<file path="config.mk">
export PLATFORM = sky130hd
export DESIGN_NAME = fixed_to_ieee754_converter
export DESIGN_NICKNAME = d
export VERILOG_FILES = /design/src/rtl/fixed_to_ieee754_converter.sv
export SDC_FILE = /design/constraint.sdc
export NUM_CORES = 1
export LEC_CHECK = 0
export ABC_AREA = 1
export CORE_MARGIN = 2
export CORE_UTILIZATION = 35
export CTS_CLUSTER_DIAMETER = 120
export DETAILED_ROUTE_END_ITERATION = 12
export PLACE_DENSITY_LB_ADDON = 0.08
export SLEW_MARGIN = 20
export SYNTH_ARGS = -nofsm -noshare
export SYNTH_HDL_FRONTEND = slang
export SYNTH_SLANG_ARGS = --single-unit
export TNS_END_PERCENT = 50
</file>
<file path="constraint.sdc">
create_clock -name clk -period 4.44 [get_ports clk]
set_input_delay 0.666 -clock clk [delete_from_list [all_inputs] [get_ports clk]]
set_output_delay 0.666 -clock clk [all_outputs]
set_load 0.005 [all_outputs]
</file>
<file path="src/rtl/fixed_to_ieee754_converter.sv">
// Fixed-point Q(INTEGER_WIDTH).(DECIMAL_WIDTH) two's complement to IEEE-754 single converter.
// Iterative normaliser, valid/ready on both sides. Define ROUND_NEAREST_EN for RNE rounding.
module fixed_to_ieee754_converter #(
  parameter int unsigned INTEGER_WIDTH = 8,
  parameter int unsigned DECIMAL_WIDTH = 23
) (
  input  logic                     clk,
  input  logic                     rst_n,
  input  logic                     in_valid,
  output logic                     in_ready,
  input  logic [INTEGER_WIDTH-1:0] in_integer,
  input  logic [DECIMAL_WIDTH-1:0] in_decimal,
  output logic                     out_valid,
  input  logic                     out_ready,
  output logic [31:0]              out_float,
  output logic                     out_zero
);

  localparam int unsigned W  = INTEGER_WIDTH + DECIMAL_WIDTH;
  localparam int unsigned KW = $clog2(W);
  localparam int unsigned RW = W - 24;

  typedef enum logic [1:0] {StIdle, StNorm, StPack, StDone} state_e;

  state_e        state_q, state_d;
  logic [W-1:0]  mag_q, mag_d;
  logic [KW-1:0] k_q, k_d;
  logic          sign_q, sign_d;
  logic          in_ready_q, in_ready_d;
  logic          out_valid_q, out_valid_d;
  logic [31:0]   out_float_q, out_float_d;
  logic          out_zero_q, out_zero_d;

  logic [W-1:0]  value;
  logic [W-1:0]  abs_value;
  logic [22:0]   frac_trunc;
  logic [7:0]    exp_base;
  logic [22:0]   frac_packed;
  logic [7:0]    exp_packed;

  assign value     = {in_integer, in_decimal};
  // Most negative input wraps to 2^(W-1), which still fits as an unsigned magnitude.
  assign abs_value = value[W-1] ? ((~value) + W'(1)) : value;

  assign frac_trunc = mag_q[W-2:W-24];
  assign exp_base   = 8'(127 + INTEGER_WIDTH - 1) - 8'(k_q);

`ifdef ROUND_NEAREST_EN
  logic [RW-1:0] rbits;
  logic          guard_bit;
  logic          sticky_bit;
  logic          round_up;
  logic [23:0]   frac_sum;

  assign rbits      = mag_q[RW-1:0];
  assign guard_bit  = rbits[RW-1];
  assign sticky_bit = |(rbits << 1);
  assign round_up   = guard_bit & (sticky_bit | frac_trunc[0]);
  assign frac_sum   = {1'b0, frac_trunc} + 24'(round_up);
  // A carry out of the fraction leaves frac at zero and bumps the exponent.
  assign frac_packed = frac_sum[22:0];
  assign exp_packed  = exp_base + 8'(frac_sum[23]);
`else
  assign frac_packed = frac_trunc;
  assign exp_packed  = exp_base;
`endif

  always_comb begin
    state_d     = state_q;
    mag_d       = mag_q;
    k_d         = k_q;
    sign_d      = sign_q;
    in_ready_d  = in_ready_q;
    out_valid_d = out_valid_q;
    out_float_d = out_float_q;
    out_zero_d  = out_zero_q;

    unique case (state_q)
      StIdle: begin
        if (in_valid && in_ready_q) begin
          sign_d     = value[W-1];
          mag_d      = abs_value;
          k_d        = '0;
          in_ready_d = 1'b0;
          state_d    = StNorm;
        end else begin
          in_ready_d = 1'b1;
        end
      end
      StNorm: begin
        if ((mag_q == '0) || mag_q[W-1]) begin
          state_d = StPack;
        end else begin
          mag_d = mag_q << 1;
          k_d   = k_q + KW'(1);
        end
      end
      StPack: begin
        if (mag_q == '0) begin
          out_float_d = 32'h0;
          out_zero_d  = 1'b1;
        end else begin
          out_float_d = {sign_q, exp_packed, frac_packed};
          out_zero_d  = 1'b0;
        end
        out_valid_d = 1'b1;
        state_d     = StDone;
      end
      StDone: begin
        if (out_valid_q && out_ready) begin
          out_valid_d = 1'b0;
          in_ready_d  = 1'b1;
          state_d     = StIdle;
        end
      end
      default: state_d = StIdle;
    endcase
  end

  always_ff @(posedge clk or negedge rst_n) begin
    if (!rst_n) begin
      state_q     <= StIdle;
      mag_q       <= '0;
      k_q         <= '0;
      sign_q      <= 1'b0;
      in_ready_q  <= 1'b0;
      out_valid_q <= 1'b0;
      out_float_q <= 32'h0;
      out_zero_q  <= 1'b0;
    end else begin
      state_q     <= state_d;
      mag_q       <= mag_d;
      k_q         <= k_d;
      sign_q      <= sign_d;
      in_ready_q  <= in_ready_d;
      out_valid_q <= out_valid_d;
      out_float_q <= out_float_d;
      out_zero_q  <= out_zero_d;
    end
  end

  assign in_ready  = in_ready_q;
  assign out_valid = out_valid_q;
  assign out_float = out_float_q;
  assign out_zero  = out_zero_q;

endmodule
</file>
==> flow_metrics.tcl <==
set metrics [dict create \
    status "finished clean" \
    finalCritPeriodShare 0.578 \
    die_w_um 116 \
    portBuffers 69 \
    cts_num_sinks 74 \
    drcViolationCount 0 \
    syn_nets 669 \
    crit_fanout 35 \
    drt-initial-drc-count 297 \
    dp.final_hpwl_um 8690 \
    seq_area_frac_synth 0.425 \
    dp.cells 847 \
    netlist_instances 627 \
    final_nets 732 \
    dieHeight_um 116 \
    num_rows 40 \
    clk_pin_slew_ns 0.06 \
    crit_path_start_kind "register" \
    root_buffer "clkbuf_16" \
    drt_first_pass_iters 4 \
    synthAdderAreaFrac 0.0201 \
    grt_util_all_layers 0.186 \
    num_antenna_cells 0 \
    leakage_uw 0.00264 \
    antenna_found_initial 0 \
    r2r_cells 9 \
    postSynthAreaPerCell_sq_um 6.95 \
    required_ns 4.71 \
    synth_top_family_by_area "simple AND/OR/NAND/NOR gates" \
    routabilityCongestion 0.873 \
    coreArea_sq_mm 0.0121 \
    whs_ns 0.352 \
    multi_input_area_sq_mm 0.00220 \
    reg2reg_slack_ns 1.87 \
    setup_viol 0 \
    hold_path_class "input port to async pin" \
    die-area_sq_mm 0.0134 \
    drtAntennaViolNets 0 \
    wirelength_um 11500 \
    synth-compound-area-share 0.0930 \
    cts_buffers 9 \
    worstSetupEndpointType "register" \
    reg2reg_from "state_q[1]" \
    power.density_mw_per_mm2 646 \
    area_delta_synth_final_pct 26.2 \
    setup_tns_ns 0 \
    htree_levels 3 \
    hold_viol_final 0 \
    slowest_stage "a21oi_4" \
    worstMarginPinSlew_ns 0.944 \
    cts_setup_buffers 0 \
    vias_per_cell 4.70 \
    fin_crit_ns 2.57 \
    wl_per_cell_um 13.3 \
    critPathMaxStageDelay_ns 0.76 \
    cts.path.max_buffers 2 \
    layout_common_cells "nand2_1 (244), dfrtp_1 (74), nor2_1 (70)" \
    path_class "register to register" \
    ff_latch_area_sq_mm 0.00185 \
    synthMuxAreaShare 0.00230 \
    stdcell_count 863 \
    cp.arrival_ns 2.83 \
    start_util 0.361 \
    drive_above_1_share 0.0633 \
    cts_tree "built" \
    grt_pass1_vias 3867 \
    yosysWarnings 0 \
    cts_hold_buf 0 \
    final_common_cell "nand2_1" \
    cts_resized 0 \
    synthXorXnorAreaFrac 0.0241 \
    maxSlewHeadroom 0.369 \
    drv_slew 0 \
    ir_drop_mv 0.232 \
    overflow 0 \
    synth.distinct_cells 33 \
    ioPinCount 70 \
    grt_pass1_wl_um 19400 \
    grt_max_degree 48 \
    netlist_area_sq_mm 0.00436 \
    max_freq_mhz 390 \
    total_power_uw 3550 \
    crit_chain "inv_1 > ha_1 > buf_4 > inv_2 > nor2_2 > o21ai_4 > a21oi_4 > nand3_1 > nand2_1" \
    clk_latency_ns 0.34 \
    fillCellCount 1257 \
    skew_ns 0.00821 \
    vias 4053 \
    cap_violations 0 \
    synth-seq-cells 74 \
    yosys.area_share.simple 0.366 \
    reg2reg_to "mag_q[13]" \
    rsz0062_at_grt "no" \
]
[layer usage]
layer | share of wire | GRT usage | vias up | wire length (um)
li1 | - | - | 2100 | -
met1 | 0.52 | 0.282 | 1836 | 5980
met2 | 0.41 | 0.267 | 105 | 4720
met3 | 0.054 | 0.0314 | 12 | 616
met4 | 0.017 | 0.0635 | 0 | 193
met5 | 0 | 0 | - | 0
[Yosys cell counts, drive strengths merged]
library cell | instances | share of area
buf | 11 | 0.017
dfrtp | 74 | 0.42
o211ai | 1 | 0.0017
ha | 7 | 0.020
o21ai | 60 | 0.075
mux2i | 1 | 0.0023
clkbuf | 12 | 0.010
nor3 | 1 | 0.0011
nand3 | 56 | 0.064
clkinv | 1 | 0.00086
nor2 | 73 | 0.065
a31oi | 1 | 0.0014
inv | 48 | 0.041
nand2 | 250 | 0.22
xnor2 | 4 | 0.0080
a22o | 1 | 0.0020
a21oi | 9 | 0.013
and2 | 2 | 0.0029
xor2 | 8 | 0.016
or2 | 5 | 0.0072
nand4 | 2 | 0.0029
[kinds of logic (layout without fill, tap and decap cells)]
group                      after synthesis  count (layout)
AOI/OAI and AO/OA                       72              72
xor gates and xnor gates                12              12
adders and majority gates                7               7
buffers and inverters                   72             140
DFF                                     74              74
muxes                                    1               1
and+or+nand+nor                        389             389
[registers in the layout (all words and copies together), names as in the netlist]
signal and count:
in_ready 1, mag_q 31, state_q 2, out_valid 1, out_float 32, out_zero 1
sign_q 1, k_q 5
[power by group]
part	leakage [uW]	total, uW	switching (uW)	internal [uW]
Combinational	0.00155	1590	951	641
Sequential	0.000935	1190	218	968
Clock	0.000151	776	286	490
[critical path: cells and delay by family, from the launching register on]
kind,cells,cell delay [ns]
AO/OA/AOI/OAI,2,0.86
buffers and inverters,3,0.61
AND/OR/NAND/NOR,3,0.45
flip-flops,1,0.39
adder cells (fa/ha/maj),1,0.17
[worst max-delay path by stage]
stage                              from   endpoint  cells after the start
after floorplan           in_decimal[0]  mag_q[18]                     11
after global placement    in_integer[7]   mag_q[2]                      7
after detailed placement  in_integer[7]   mag_q[2]                      7
after CTS                    state_q[1]  mag_q[13]                      9
after global routing         state_q[1]  mag_q[13]                      9
final                        state_q[1]  mag_q[13]                      9
[stage by stage]
stage | instance area, sq um | setup WS [ns] | util
2_1_floorplan | 4360 | 2.62 | -
3_5_place_dp | 5180 | 1.71 | 0.429
6_report | 5500 | 1.87 | 0.456
4_1_cts | 5500 | 1.84 | 0.456
5_1_grt | 5500 | 1.54 | 0.456
3_3_place_gp | 5180 | 1.73 | 0.429
[layout make-up]
| type | count | area share |
|---|---|---|
| Tap cell | 168 | 0.0382 |
| Clock buffer | 9 | 0.0410 |
| Clock inverter | 7 | 0.0171 |
| Timing Repair Buffer | 75 | 0.133 |
| Inverter | 49 | 0.0334 |
| Multi-Input combinational cell | 481 | 0.401 |
| Sequential cell | 74 | 0.337 |
Power figures use the tool's default switching activity.
